`config.mk`:
```
export PLATFORM = sky130hd
export DESIGN_NAME = spi_shift_register
export DESIGN_NICKNAME = d
export VERILOG_FILES = /design/src/rtl/spi_pkg.sv /design/src/rtl/spi_strobe_edge.sv /design/src/rtl/spi_shift_register.sv
export SDC_FILE = /design/constraint.sdc
export NUM_CORES = 1
export LEC_CHECK = 0
export CAP_MARGIN = 30
export CORE_ASPECT_RATIO = 1.4
export CORE_UTILIZATION = 47
export DETAILED_ROUTE_END_ITERATION = 12
export PLACE_DENSITY = 0.85
export SYNTH_ARGS = -nofsm -noshare
export SYNTH_HDL_FRONTEND = slang
export SYNTH_HIERARCHICAL = 1
export SYNTH_SLANG_ARGS = --single-unit
```
`constraint.sdc`:
```
create_clock -name PCLK -period 1.8 [get_ports PCLK]
set_clock_uncertainty 0.15 [all_clocks]
set_input_delay 0.18 -clock PCLK [delete_from_list [all_inputs] [get_ports PCLK]]
set_output_delay 0.18 -clock PCLK [all_outputs]
set_load 0.02 [all_outputs]
```
`src/rtl/spi_pkg.sv`:
```
// Shared types and helpers for the SPI master serial data path.
package spi_pkg;

  typedef enum logic [1:0] {
    IDLE  = 2'd0,
    SHIFT = 2'd1,
    DONE  = 2'd2
  } state_e;

  localparam int unsigned SPI_DATA_W = 8;
  localparam int unsigned SEL_W      = 64;

  // Returns bit idx of a width-bit word counted from the end chosen by lsbfe.
  function automatic logic bit_sel(input logic [SEL_W-1:0] sr,
                                   input int unsigned       idx,
                                   input int unsigned       width,
                                   input logic              lsbfe);
    logic [SEL_W-1:0] sh;
    sh = sr >> (lsbfe ? idx : (width - 1 - idx));
    return sh[0];
  endfunction

endpackage

```
`src/rtl/spi_strobe_edge.sv`:
```
// Rising-edge detector for one baud-generator strobe; clr holds it idle between transfers.
module spi_strobe_edge (
  input  logic clk_i,
  input  logic rst_i,
  input  logic clr_i,
  input  logic strb_i,
  output logic edge_o
);

  logic strb_q;

  always_ff @(posedge clk_i) begin
    if (rst_i || clr_i) begin
      strb_q <= 1'b0;
    end else begin
      strb_q <= strb_i;
    end
  end

  assign edge_o = strb_i & ~strb_q;

endmodule

```
`src/rtl/spi_shift_register.sv`:
```
// SPI master serial data path: serialises data_mosi onto mosi and assembles miso into data_miso.
module spi_shift_register
  import spi_pkg::*;
#(
  parameter int unsigned DATA_W = SPI_DATA_W
) (
  input  logic              PCLK,
  input  logic              PRESET,
  input  logic              send_data,
  input  logic [DATA_W-1:0] data_mosi,
  input  logic              lsbfe,
  input  logic              cpol,
  input  logic              cpha,
  input  logic              ss,
  input  logic              flag_low,
  input  logic              flags_low,
  input  logic              flag_high,
  input  logic              flags_high,
  input  logic              miso,
  output logic              mosi,
  output logic [DATA_W-1:0] data_miso,
  output logic              receive_data,
  output logic              busy
);

  localparam int unsigned    CW        = $clog2(DATA_W + 1);
  localparam logic [CW-1:0] CNT_FULL  = CW'(DATA_W);
  localparam logic [CW-1:0] CNT_LAST  = CW'(DATA_W - 1);

  state_e              state_q;
  logic [DATA_W-1:0]   tx_sr_q;
  logic [DATA_W-1:0]   rx_sr_q;
  logic [DATA_W-1:0]   data_miso_q;
  logic [CW-1:0]       tx_cnt_q;
  logic [CW-1:0]       rx_cnt_q;
  logic                lsbfe_q;
  logic                mosi_q;
  logic                busy_q;
  logic                receive_q;

  logic                sel;
  logic                tx_strb;
  logic                rx_strb;
  logic                tx_edge;
  logic                rx_edge;
  logic                edge_clr;
  logic [DATA_W-1:0]   rx_shifted;
  logic                tx_next_bit;

  always_comb begin
    sel         = cpol ^ cpha;
    tx_strb     = sel ? flags_high : flags_low;
    rx_strb     = sel ? flag_high  : flag_low;
    edge_clr    = (state_q == IDLE);
    // LSB-first data arrives lowest bit first, so it enters at the MSB and walks down.
    rx_shifted  = lsbfe_q ? {miso, rx_sr_q[DATA_W-1:1]} : {rx_sr_q[DATA_W-2:0], miso};
    tx_next_bit = bit_sel(SEL_W'(tx_sr_q), 32'(tx_cnt_q), DATA_W, lsbfe_q);
  end

  spi_strobe_edge u_tx_edge (
    .clk_i  (PCLK),
    .rst_i  (PRESET),
    .clr_i  (edge_clr),
    .strb_i (tx_strb),
    .edge_o (tx_edge)
  );

  spi_strobe_edge u_rx_edge (
    .clk_i  (PCLK),
    .rst_i  (PRESET),
    .clr_i  (edge_clr),
    .strb_i (rx_strb),
    .edge_o (rx_edge)
  );

  always_ff @(posedge PCLK) begin
    if (PRESET) begin
      state_q     <= IDLE;
      tx_sr_q     <= '0;
      rx_sr_q     <= '0;
      data_miso_q <= '0;
      tx_cnt_q    <= '0;
      rx_cnt_q    <= '0;
      lsbfe_q     <= 1'b0;
      mosi_q      <= 1'b0;
      busy_q      <= 1'b0;
      receive_q   <= 1'b0;
    end else begin
      unique case (state_q)
        IDLE: begin
          receive_q <= 1'b0;
          if (send_data && !ss) begin
            tx_sr_q  <= data_mosi;
            lsbfe_q  <= lsbfe;
            mosi_q   <= lsbfe ? data_mosi[0] : data_mosi[DATA_W-1];
            tx_cnt_q <= CW'(1);
            rx_cnt_q <= '0;
            rx_sr_q  <= '0;
            busy_q   <= 1'b1;
            state_q  <= SHIFT;
          end
        end
        SHIFT: begin
          if (ss) begin
            busy_q  <= 1'b0;
            state_q <= IDLE;
          end else begin
            if (tx_edge && (tx_cnt_q < CNT_FULL)) begin
              mosi_q   <= tx_next_bit;
              tx_cnt_q <= tx_cnt_q + 1'b1;
            end
            if (rx_edge) begin
              rx_sr_q  <= rx_shifted;
              rx_cnt_q <= rx_cnt_q + 1'b1;
              if (rx_cnt_q == CNT_LAST) begin
                data_miso_q <= rx_shifted;
                receive_q   <= 1'b1;
                state_q     <= DONE;
              end
            end
          end
        end
        DONE: begin
          receive_q <= 1'b0;
          busy_q    <= 1'b0;
          state_q   <= IDLE;
        end
        default: begin
          busy_q    <= 1'b0;
          receive_q <= 1'b0;
          state_q   <= IDLE;
        end
      endcase
    end
  end

  assign mosi         = mosi_q;
  assign data_miso    = data_miso_q;
  assign receive_data = receive_q;
  assign busy         = busy_q;

endmodule

```
==> flow_summary.yaml <==
run_status:
  status: "finished with violations"
  violations: "setup timing"
final_layout:
  final_nets: 305
  diodes: 0
  fin_area_sq_um: 2700
  drive_gt1_share_pct: 25.4
  fillerInstances: 295
  area_delta_synth_final_pct: 40.4
  final_core_util_pct: 68.8
floorplanning:
  die_w_um: 56.0
  ios: 31
  core_area_sq_um: 3920
  initial_core_util_pct: 49.0
  rows: 27
  die_h_um: 77.6
  die_area_sq_um: 4350
routing:
  avgRoutedWirePerCell_um: 15.7
  ant_nets: 0
  drcViolationCount: 0
  routed_wl_mm: 5.14
  viasPerCell: 5.81
  num_vias: 1901
  drt_iter0_markers: 136
  drtPass1Iterations: 4
grt:
  grt.overflow.total: 0
  grt_pass1_wl_mm: 8.31
  grt_pass1_vias: 1872
  track_usage_pct: 24.1
  grt_max_degree: 41
  antenna_found_initial: 0
synthesis:
  yosysWarningCount: 6
  syn_area_per_cell_sq_um: 8.39
  synth-seq-cells: 40
  synth_edf_count: 0
  syn_inst: 229
  synth-async-reset-ratio_pct: 0
  synth_nets: 251
  synth-main-ff-cell: "dfxtp_1"
  netlist_area_sq_um: 1920
  synth_cell_types: 43
  yosysSeqAreaShare_pct: 41.7
clocking:
  hold_buffers: 0
  cts.path.max_buffers: 2
  clk_pin_slew_ns: 0.08
  cts_made_buffers: 5
  clk_latency_ns: 0.30
  root_buffer: "clkbuf_8"
  htreeDepth: 2
  numClockSinks: 40
  tritoncts: "built"
pwr:
  peakVddDrop_v: 0.000772
  power-per-cell-area_nw_per_um2: 729
  switching_power_mw: 0.467
  seqPwrFrac_pct: 46.8
  comb_power_share_pct: 13.3
  switching_share_pct: 23.8
  pwr-share-clk_pct: 39.9
  p_leak_nw: 0.969
  internal-power_mw: 1.50
placement:
  place_area_sq_um: 2480
  port_buffers: 30
  dp_hpwl_mm: 3.27
  gp_congestion: 0.854
setup_path:
  path_buf_inv: 5
  criticalPathCategory: "in2reg"
  start_kind: "input pin"
  critPathMaxStageDelay_ns: 0.25
  cp.required_ns: 1.83
  crit_top_cell: "buf_4"
  crit_chain: "buf_8 > xnor2_4 > mux2_4 > nor2b_4 > nand4b_1 > buf_4 > buf_4 > buf_4 > buf_4 > nor4_2"
  cp_max_fo: 4
  crit_family: "buffers and inverters"
  crit_arrival_ns: 1.84
  slowest_stage: "nor4_2"
  end_kind: "flop"
sta:
  maxSlewHeadroom_pct: 64.6
  fmax_mhz: 554
  rsz0062_at_grt: "yes"
  finalSetupViolations: 1
  setup_ws_ns: -0.00357
  worst_pin_slew_ns: 0.531
  fin_crit_ns: 1.80
  maxSlewViolCount: 0
  hold-worst-slack_ns: 0.236
  setup_tns_ns: -0.00357
  period_share_pct: 100
  hold_viol_final: 0
flow_run:
  max_cap_violations: 0
hold_path:
  hold_class: "in2reg"
power groups by stage:
stage                     clock network (mW)  registers [mW]  logic [mW]
final                                  0.785           0.920       0.262
after global routing                   0.835           0.923       0.279
after CTS                              0.791           0.919       0.253
after detailed placement                   0           0.939       0.251
after global placement                     0           0.937       0.244
after floorplan                            0           0.938       0.129
final timing paths:
path                             from                           to  cells past startpoint  slack [ns]
max                              cpol      state_q[1]$_SDFFE_PP0P_                     10      -0.004
min                         flag_high  u_rx_edge/strb_q$_SDFF_PP0_                      3        0.24
max reg2reg  rx_cnt_q[0]$_SDFFE_PP0P_      state_q[1]$_SDFFE_PP0P_                      7        0.01
min reg2reg   tx_sr_q[4]$_SDFFE_PP0P_      tx_sr_q[4]$_SDFFE_PP0P_                      2        0.31
metrics by stage:
| stage | std cells | setup WS [ns] | total power [mW] |
|---|---|---|---|
| after floorplan | 229 | 0.00902 | 1.07 |
| after global routing | 327 | -0.0813 | 2.04 |
| after detailed placement | 313 | -0.820 | 1.19 |
| final | 327 | -0.00357 | 1.97 |
| after CTS | 325 | 0.0156 | 1.96 |
| after global placement | 313 | -0.731 | 1.18 |
worst register-to-register path: cells and delay by family (launching register included):
| family | cells | cell delay, ns |
|---|---|---|
| buffers and inverters | 4 | 0.59 |
| and+or+nand+nor | 2 | 0.44 |
| DFF | 1 | 0.36 |
| adders and majority gates | 1 | 0.14 |
per-layer routing:
layer | track usage (%) | wire length, um
met2 | 42.3 | 2740
met4 | 12.0 | 162
met3 | 6.17 | 223
met5 | 0 | 0
met1 | 26.6 | 2010
state kept, by name, indices dropped and copies added, names as in the netlist:
register,flops
u_tx_edge/strb_q,1
state_q,2
lsbfe_q,1
rx_sr_q,8
mosi,1
tx_sr_q,8
rx_cnt_q,4
tx_cnt_q,4
busy,1
receive_data,1
data_miso,8
u_rx_edge/strb_q,1
logic make-up (layout without fill, tap and decap cells):
kind of cell / after synthesis / count (layout) / share of synthesized area (%)
xor+xnor: 3 / 3 / 1.37
fa+ha+maj: 2 / 2 / 1.30
compound gates: 45 / 45 / 14.1
buf+inv: 14 / 69 / 3.78
simple gates: 111 / 111 / 30.0
flops: 40 / 40 / 41.7
mux: 14 / 14 / 7.69
cell usage after synthesis, drive strengths merged (2+ instances only):
master / n / share of area [%]
nand3b: 3 / 1.2
nor2: 24 / 4.7
ha: 2 / 1.3
nor3: 9 / 2.3
or3: 2 / 0.65
mux2: 6 / 3.5
o21ai: 2 / 0.52
or3b: 3 / 1.4
xnor2: 2 / 0.91
mux2i: 8 / 4.2
nand2b: 2 / 0.65
clkbuf: 7 / 1.4
o211ai: 2 / 0.78
and2: 2 / 0.65
or4bb: 2 / 1.2
nor3b: 4 / 2.3
buf: 6 / 2.2
dfxtp: 40 / 42
nand2: 39 / 7.6
nand3: 4 / 1.0
a21oi: 27 / 7.0
nor2b: 7 / 2.3
nand4b: 2 / 0.91
a22oi: 7 / 2.7
placed cells by master, fill, tap and decap left out, types with 3 or more instances in the layout:
master / count
nor2b_1: 6
buf_6: 3
nand3_1: 4
clkdlybuf4s50_1: 26
buf_12: 3
mux2i_1: 7
nor3_1: 9
nor3b_2: 3
dfxtp_2: 6
buf_4: 25
dfxtp_1: 34
nand3b_1: 3
nor2_1: 22
or3b_2: 3
nand2_1: 39
clkbuf_8: 6
a22oi_2: 6
mux2_2: 5
a21oi_1: 27
final cells by class:
| cell class | count | area [sq um] | area share, % |
|---|---|---|---|
| well taps | 43 | 53.8 | 2.00 |
| flip-flops and latches | 40 | 808 | 30.0 |
| inverters | 1 | 3.75 | 0.139 |
| clock buffers | 6 | 82.6 | 3.06 |
| clock inverters | 2 | 38.8 | 1.44 |
| multi-input cells | 175 | 1130 | 42.1 |
| repair buffers | 60 | 574 | 21.3 |
repair_timing:
action,4_1_cts,5_1_grt
buffers inserted,4,2
endpoints found under the hold margin,0,0
pin swaps,4,9
cloned,0,0
resized for setup,16,14
endpoints found under the setup margin,26,11
Note: power is estimated with default switching activity, not from simulation.
